**config.mk**
```make
export PLATFORM = sky130hd
export DESIGN_NAME = carpark_multilane_ctrl_flat
export DESIGN_NICKNAME = d
export VERILOG_FILES = /design/src/rtl/carpark_multilane_ctrl_if.sv /design/src/rtl/carpark_multilane_ctrl.sv /design/src/flat_wrapper.sv
export SDC_FILE = /design/constraint.sdc
export NUM_CORES = 1
export LEC_CHECK = 0
export BUFFER_PORTS_ARGS = -buffer_cell sky130_fd_sc_hd__buf_2
export CORE_MARGIN = 1
export CORE_UTILIZATION = 50
export CTS_CLUSTER_SIZE = 30
export DETAILED_ROUTE_END_ITERATION = 16
export PLACE_DENSITY = 0.77
export SYNTH_ARGS = -nofsm -noshare
export SYNTH_HDL_FRONTEND = slang
export SYNTH_SLANG_ARGS = --single-unit
export TNS_END_PERCENT = 100
```
**constraint.sdc**
```tcl
create_clock -name clk -period 9.7 [get_ports clk]
set_input_delay 0 -clock clk [delete_from_list [all_inputs] [get_ports clk]]
set_output_delay 0 -clock clk [all_outputs]
set_load 0.01 [all_outputs]
```
**src/rtl/carpark_multilane_ctrl_if.sv**
```systemverilog
// ============================================================================
// Module   : carpark_multilane_ctrl_if
// Brief    : Sensor, recalibration and status bundle for the car park controller.
// Revision : 1.0
// ============================================================================
`default_nettype none

interface carpark_multilane_ctrl_if #(
    parameter int LANES = 2,
    parameter int CNT_W = 7
);
    logic [LANES-1:0] a;
    logic [LANES-1:0] b;
    logic             load_en;
    logic [CNT_W-1:0] load_val;
    logic [LANES-1:0] enter;
    logic [LANES-1:0] exit;
    logic [CNT_W-1:0] count;
    logic             full;
    logic             empty;
    logic [LANES-1:0] err;
    logic             ovf;

    modport master (
        output a, b, load_en, load_val,
        input  enter, exit, count, full, empty, err, ovf
    );

    modport slave (
        input  a, b, load_en, load_val,
        output enter, exit, count, full, empty, err, ovf
    );
endinterface

`default_nettype wire

```
**src/rtl/carpark_multilane_ctrl.sv**
```systemverilog
// ============================================================================
// Module   : carpark_multilane_ctrl
// Brief    : Per-lane beam-sensor decoding into enter/exit pulses feeding a
//            shared saturating occupancy counter.
// Revision : 1.0
// ============================================================================
`default_nettype none

module carpark_multilane_ctrl #(
    parameter int LANES    = 2,
    parameter int CAPACITY = 100,
    parameter int DEBOUNCE = 4,
    parameter int TIMEOUT  = 1000
) (
    input  logic clk,
    input  logic reset,
    carpark_multilane_ctrl_if.slave bus
);

    localparam int CNT_W = $clog2(CAPACITY + 1);
    localparam int DB_W  = $clog2(DEBOUNCE + 1);
    localparam int TO_W  = $clog2(TIMEOUT + 1);
    localparam int SUM_W = CNT_W + $clog2(LANES) + 2;
    localparam logic signed [SUM_W-1:0] CAP_S = SUM_W'(CAPACITY);

    typedef enum logic [2:0] {
        IDLE     = 3'd0,
        EN1      = 3'd1,
        EN2      = 3'd2,
        EN3      = 3'd3,
        EX1      = 3'd4,
        EX2      = 3'd5,
        EX3      = 3'd6,
        WAIT_CLR = 3'd7
    } state_t;

    logic [LANES-1:0] w_enter;
    logic [LANES-1:0] w_exit;
    logic [LANES-1:0] w_err;

    generate
        for (genvar i = 0; i < LANES; i++) begin : g_lane
            // Bit 1 carries sensor a, bit 0 sensor b, so patterns read as {a,b}.
            logic [1:0]      w_raw;
            logic [1:0]      r_s1;
            logic [1:0]      r_s2;
            logic [1:0]      r_filt;
            logic [DB_W-1:0] r_db [2];
            state_t          r_state;
            logic [TO_W-1:0] r_tcnt;
            logic            r_enter;
            logic            r_exit;
            logic            r_err;

            assign w_raw = {bus.a[i], bus.b[i]};

            always_ff @(posedge clk or negedge reset) begin
                if (!reset) begin
                    r_s1     <= '0;
                    r_s2     <= '0;
                    r_filt   <= '0;
                    r_db[0]  <= '0;
                    r_db[1]  <= '0;
                end else begin
                    r_s1 <= w_raw;
                    r_s2 <= r_s1;
                    for (int j = 0; j < 2; j++) begin
                        if (r_s2[j] != r_filt[j]) begin
                            if (r_db[j] == DB_W'(DEBOUNCE - 1)) begin
                                r_filt[j] <= r_s2[j];
                                r_db[j]   <= '0;
                            end else begin
                                r_db[j] <= r_db[j] + DB_W'(1);
                            end
                        end else begin
                            r_db[j] <= '0;
                        end
                    end
                end
            end

            always_ff @(posedge clk or negedge reset) begin
                if (!reset) begin
                    r_state <= IDLE;
                    r_tcnt  <= '0;
                    r_enter <= 1'b0;
                    r_exit  <= 1'b0;
                    r_err   <= 1'b0;
                end else begin
                    r_enter <= 1'b0;
                    r_exit  <= 1'b0;
                    r_err   <= 1'b0;
                    if (r_state == IDLE || r_state == WAIT_CLR)
                        r_tcnt <= '0;
                    else
                        r_tcnt <= r_tcnt + TO_W'(1);

                    // A stalled sequence overrides whatever the sensors say this cycle.
                    if (r_state != IDLE && r_state != WAIT_CLR &&
                        r_tcnt == TO_W'(TIMEOUT - 1)) begin
                        r_state <= WAIT_CLR;
                        r_err   <= 1'b1;
                    end else begin
                        case (r_state)
                            IDLE: case (r_filt)
                                2'b10:   r_state <= EN1;
                                2'b01:   r_state <= EX1;
                                2'b11:   begin r_state <= WAIT_CLR; r_err <= 1'b1; end
                                default: ;
                            endcase
                            EN1: case (r_filt)
                                2'b11:   r_state <= EN2;
                                2'b00:   r_state <= IDLE;
                                2'b01:   begin r_state <= WAIT_CLR; r_err <= 1'b1; end
                                default: ;
                            endcase
                            EN2: case (r_filt)
                                2'b01:   r_state <= EN3;
                                2'b10:   r_state <= EN1;
                                2'b00:   begin r_state <= WAIT_CLR; r_err <= 1'b1; end
                                default: ;
                            endcase
                            EN3: case (r_filt)
                                2'b00:   begin r_state <= IDLE; r_enter <= 1'b1; end
                                2'b11:   r_state <= EN2;
                                2'b10:   begin r_state <= WAIT_CLR; r_err <= 1'b1; end
                                default: ;
                            endcase
                            EX1: case (r_filt)
                                2'b11:   r_state <= EX2;
                                2'b00:   r_state <= IDLE;
                                2'b10:   begin r_state <= WAIT_CLR; r_err <= 1'b1; end
                                default: ;
                            endcase
                            EX2: case (r_filt)
                                2'b10:   r_state <= EX3;
                                2'b01:   r_state <= EX1;
                                2'b00:   begin r_state <= WAIT_CLR; r_err <= 1'b1; end
                                default: ;
                            endcase
                            EX3: case (r_filt)
                                2'b00:   begin r_state <= IDLE; r_exit <= 1'b1; end
                                2'b11:   r_state <= EX2;
                                2'b01:   begin r_state <= WAIT_CLR; r_err <= 1'b1; end
                                default: ;
                            endcase
                            WAIT_CLR: if (r_filt == 2'b00) r_state <= IDLE;
                            default:  r_state <= IDLE;
                        endcase
                    end
                end
            end

            assign w_enter[i] = r_enter;
            assign w_exit[i]  = r_exit;
            assign w_err[i]   = r_err;
        end
    endgenerate

    logic [CNT_W-1:0]        r_count;
    logic                    r_ovf;
    logic signed [SUM_W-1:0] w_next;

    // Entries and exits from different lanes net out before any clamping.
    always_comb begin
        w_next = $signed({{(SUM_W - CNT_W){1'b0}}, r_count});
        for (int i = 0; i < LANES; i++) begin
            w_next = w_next + $signed(SUM_W'(w_enter[i])) - $signed(SUM_W'(w_exit[i]));
        end
    end

    always_ff @(posedge clk or negedge reset) begin
        if (!reset) begin
            r_count <= '0;
            r_ovf   <= 1'b0;
        end else if (bus.load_en) begin
            if (bus.load_val > CNT_W'(CAPACITY)) begin
                r_count <= CNT_W'(CAPACITY);
                r_ovf   <= 1'b1;
            end else begin
                r_count <= bus.load_val;
                r_ovf   <= 1'b0;
            end
        end else if (w_next[SUM_W-1]) begin
            r_count <= '0;
            r_ovf   <= 1'b1;
        end else if (w_next > CAP_S) begin
            r_count <= CNT_W'(CAPACITY);
            r_ovf   <= 1'b1;
        end else begin
            r_count <= w_next[CNT_W-1:0];
            r_ovf   <= 1'b0;
        end
    end

    assign bus.enter = w_enter;
    assign bus.exit  = w_exit;
    assign bus.err   = w_err;
    assign bus.count = r_count;
    assign bus.ovf   = r_ovf;
    assign bus.full  = (r_count == CNT_W'(CAPACITY));
    assign bus.empty = (r_count == '0);

endmodule

`default_nettype wire

```
**src/flat_wrapper.sv**
```systemverilog
// flat-port wrapper written by rule: the top's interface ports become plain ports
module carpark_multilane_ctrl_flat 
#(
    parameter int LANES    = 2,
    parameter int CAPACITY = 100,
    parameter int DEBOUNCE = 4,
    parameter int TIMEOUT  = 1000
)
  (clk, reset, bus_a, bus_b, bus_load_en, bus_load_val, bus_enter, bus_exit, bus_count, bus_full, bus_empty, bus_err, bus_ovf);
  carpark_multilane_ctrl_if #(.LANES(LANES), .CNT_W(($clog2(CAPACITY + 1)))) bus_i ();
  input  logic clk;
  input  logic reset;
  input wire logic [$bits(bus_i.a)-1:0] bus_a;
  input wire logic [$bits(bus_i.b)-1:0] bus_b;
  input wire logic [$bits(bus_i.load_en)-1:0] bus_load_en;
  input wire logic [$bits(bus_i.load_val)-1:0] bus_load_val;
  output wire logic [$bits(bus_i.enter)-1:0] bus_enter;
  output wire logic [$bits(bus_i.exit)-1:0] bus_exit;
  output wire logic [$bits(bus_i.count)-1:0] bus_count;
  output wire logic [$bits(bus_i.full)-1:0] bus_full;
  output wire logic [$bits(bus_i.empty)-1:0] bus_empty;
  output wire logic [$bits(bus_i.err)-1:0] bus_err;
  output wire logic [$bits(bus_i.ovf)-1:0] bus_ovf;
  assign bus_i.a = bus_a;
  assign bus_i.b = bus_b;
  assign bus_i.load_en = bus_load_en;
  assign bus_i.load_val = bus_load_val;
  assign bus_enter = bus_i.enter;
  assign bus_exit = bus_i.exit;
  assign bus_count = bus_i.count;
  assign bus_full = bus_i.full;
  assign bus_empty = bus_i.empty;
  assign bus_err = bus_i.err;
  assign bus_ovf = bus_i.ovf;
  carpark_multilane_ctrl #(.LANES(LANES), .CAPACITY(CAPACITY), .DEBOUNCE(DEBOUNCE), .TIMEOUT(TIMEOUT)) u_core (.clk(clk), .reset(reset), .bus(bus_i));
endmodule
```
==> flow_summary.ini <==
[critical_path]
crit_family = adder cells
critPathMaxFanout = 8
slowest_delay_ns = 0.40
end_kind = flop
critPathKind = reg2reg
crit_arrival_ns = 4.17
crit_slowest_cell = dfrtp_1
crit_top_cell = ha_1
crit_buf_inv = 1
startpoint_type = flop
crit_path_cell_trace = ha_1 -> ha_1 -> nand3_2 -> xnor2_1 -> inv_1 -> ha_1 -> o21ai_0 -> o21bai_1 -> or3_4 -> a21oi_1 -> mux2_2 -> nor3_4 -> a32o_1
cp.required_ns = 9.97

[synth]
synthMuxAreaShare_pct = 3.23
ys_top_cells_by_count = dfrtp_1, nor2_1, ha_1
avgSynthCellArea_um2 = 9.51
synth-compound-area-share_pct = 15.6
synth_xor_area_share_pct = 5.98
synth_top_area_share_pct = 40.5
synth.distinct_cells = 72
synth_seq_cells = 64
synth.most_common_cell = dfrtp_1
synth_top_family_by_area = simple AND/OR/NAND/NOR gates
ys.flop_type = dfrtp_1
synth_edf_count = 0
yosys.area_share.adder_pct = 8.60
synth_simple_gate_area_share_pct = 20.8
ys_top_cells_by_area = dfrtp_1, ha_1, nor2_1
yosysTopAreaCell = dfrtp_1
yosysSeqAreaShare_pct = 40.5
syn_nets = 456
netlist_area_um2 = 3960
async_flop_share_pct = 100
synth_cells = 416
ys_warn_count = 0

[global_routing]
grt_start_max_net_pins = 65
grt_pass1_wl_mm = 12.9
grt.total_usage_pct = 19.4
grt.overflow.total = 0
antenna_found_initial = 0
grt_pass1_vias = 2943

[timing]
timing.final.setup_violations = 0
hold_viol_final = 0
rsz0062_at_grt = no
slew_viol_final = 0
worst_pin_slew_ns = 1.12
finClkSkew_ns = 0.00823
finalCriticalPeriod_ns = 3.91
slew_headroom_pct = 24.6
setup_tns_ns = 0
fin_hold_ws_ns = 0.0665
fmax_mhz = 256
layout_worst_path_cycle_share_pct = 40.3

[route]
vias = 3144
drt_iter0_drc = 148
dr.pass1.iters = 4
wl_per_cell_um = 13.6
wirelength_mm = 7.56
drc = 0
drtAntennaViolNets = 0
viasPerCell = 5.66

[hold_path]
hold_class = in2reg

[job]
cap_violations = 0

[power]
cellLeakagePower_uw = 0.00203
irDropWorstVdd_uv = 175
p_per_area_nw_per_um2 = 305

[clocking]
cts-htree-levels = 3
cts_resized = 0
clockRootBuffer = clkbuf_8
cts_tree = built
postCtsHoldBufs = 13
path_clk_slew_ns = 0.06
clk_latency_ns = 0.33
clockBufferDepth = 2
cts_buffers = 9
post_cts.repair.setup_buffers = 0
clock-sinks = 64

[layout]
fillers = 690
multi_input_area_um2 = 2140
final_layout_size_suffix_gt1_share_pct = 15.2
syn_to_final_growth_pct = 12.0
n_antenna_cell = 0
layout.nets = 488
seq_area_um2 = 1600

[floorplan]
die_h_um = 91.0
rows = 32
start_util_pct = 51.5
ios = 30
die_w_um = 91.0
core_um2 = 7690
die-area_um2 = 8270

[place]
dpl.hpwl_mm = 5.42
routabilityCongestion = 0.909
io_buffers = 29

[outcome]
outcome = completed
[area by class of cell]
type | instances | area share, %
Clock buffer | 13 | 3.59
Clock inverter | 3 | 0.904
Inverter | 20 | 1.69
Multi-Input combinational cell | 310 | 48.4
Sequential cell | 64 | 36.1
Tap cell | 102 | 2.88
Timing Repair Buffer | 43 | 6.38
[state kept, by name, summed over array words and instances (netlist names)]
register               cells
u_core.g_lane.r_enter      2
u_core.g_lane.r_s2         4
u_core.g_lane.r_db        12
u_core.g_lane.r_filt       4
u_core.bus.count           7
u_core.g_lane.r_err        2
u_core.g_lane.r_s1         4
u_core.bus.ovf             1
u_core.g_lane.r_state      6
u_core.g_lane.r_tcnt      20
u_core.g_lane.r_exit       2
[layer usage]
| metal | track usage, % | share of wire (%) | routed length [µm] | vias to the layer above |
|---|---|---|---|---|
| li1 | - | - | - | 1540 |
| met1 | 24.7 | 47 | 3530 | 1503 |
| met2 | 31.7 | 47 | 3570 | 85 |
| met3 | 3.27 | 3.6 | 272 | 16 |
| met4 | 10.1 | 2.4 | 180 | 0 |
| met5 | 0 | 0 | 0 | - |
[logic make-up (layout without fill, tap and decap cells)]
kind of cell    Yosys count  count (layout)
simple gates            155             155
compound gates           90              90
mux                      12              12
buf+inv                  42              79
fa+ha+maj                26              26
flops                    64              64
xor+xnor                 27              27
[per-stage QoR]
stage / util, % / power (µW) / instance area (µm²) / setup WS, ns / cells
final: 57.6 / 1350 / 4430 / 5.79 / 555
after global routing: 57.6 / 1470 / 4430 / 5.48 / 555
after CTS: 57.6 / 1350 / 4430 / 5.82 / 555
after detailed placement: 53.4 / 1110 / 4100 / 5.85 / 526
after global placement: 53.4 / 1090 / 4100 / 6.18 / 526
after floorplan: - / 985 / 3960 / 6.33 / 416
[worst paths after layout]
| check | startpoint | endpoint | slack, ns | cells past startpoint |
|---|---|---|---|---|
| setup reg to reg | u_core.bus.count[0]$_DFF_PN0_ | u_core.bus.count[1]$_DFF_PN0_ | 5.79 | 13 |
| min in group asynchronous | reset | u_core.g_lane[0].r_tcnt[6]$_DFF_PN0_ | 0.36 | 3 |
| setup / recovery | u_core.bus.count[0]$_DFF_PN0_ | u_core.bus.count[1]$_DFF_PN0_ | 5.79 | 13 |
| max in group asynchronous | reset | u_core.g_lane[1].r_tcnt[1]$_DFF_PN0_ | 8.80 | 3 |
| hold reg to reg | u_core.g_lane[0].r_s1[0]$_DFF_PN0_ | u_core.g_lane[0].r_s2[0]$_DFF_PN0_ | 0.35 | 0 |
| hold / removal | bus_load_en | u_core.bus.count[2]$_DFF_PN0_ | 0.07 | 3 |
[worst reg2reg max path, cell delays in order (launching register included)]
cell and delay (ns):
dfrtp_1 0.40, ha_1 0.33, ha_1 0.39, nand3_2 0.16, xnor2_1 0.38, inv_1 0.11, ha_1 0.35, o21ai_0 0.12
o21bai_1 0.11, or3_4 0.36, a21oi_1 0.19, mux2_2 0.38, nor3_4 0.31, a32o_1 0.24
[report_power, final]
group	total, µW	switching, µW	internal, µW
clock network	226	94.1	132
registers	457	120	337
logic	669	356	313
total	1350	570	782
[layout by cell type, fill, tap and decap left out, types with 3 or more instances in the layout]
cell type | netlist | final
a211oi_1 | 3 | 3
a21oi_1 | 15 | 15
a22oi_1 | 8 | 8
a31oi_1 | 4 | 4
a32o_1 | 4 | 4
and3b_1 | 3 | 3
buf_2 | 1 | 29
clkbuf_8 | 1 | 11
dfrtp_1 | 64 | 64
dlygate4sd3_1 | 0 | 13
ha_1 | 24 | 24
inv_1 | 20 | 20
mux2_2 | 6 | 6
mux2i_1 | 6 | 6
nand2_1 | 22 | 22
nand2b_1 | 3 | 3
nand3_1 | 21 | 21
nand4_1 | 3 | 3
nor2_1 | 50 | 50
nor2b_1 | 9 | 9
nor3_1 | 6 | 6
nor3b_1 | 7 | 7
o211ai_1 | 5 | 5
o21a_1 | 3 | 3
o21ai_0 | 23 | 23
o22ai_1 | 3 | 3
or2_2 | 3 | 3
or3_1 | 7 | 7
xnor2_1 | 12 | 12
xor2_1 | 15 | 15
No activity file was read; power rests on OpenSTA's default activity.
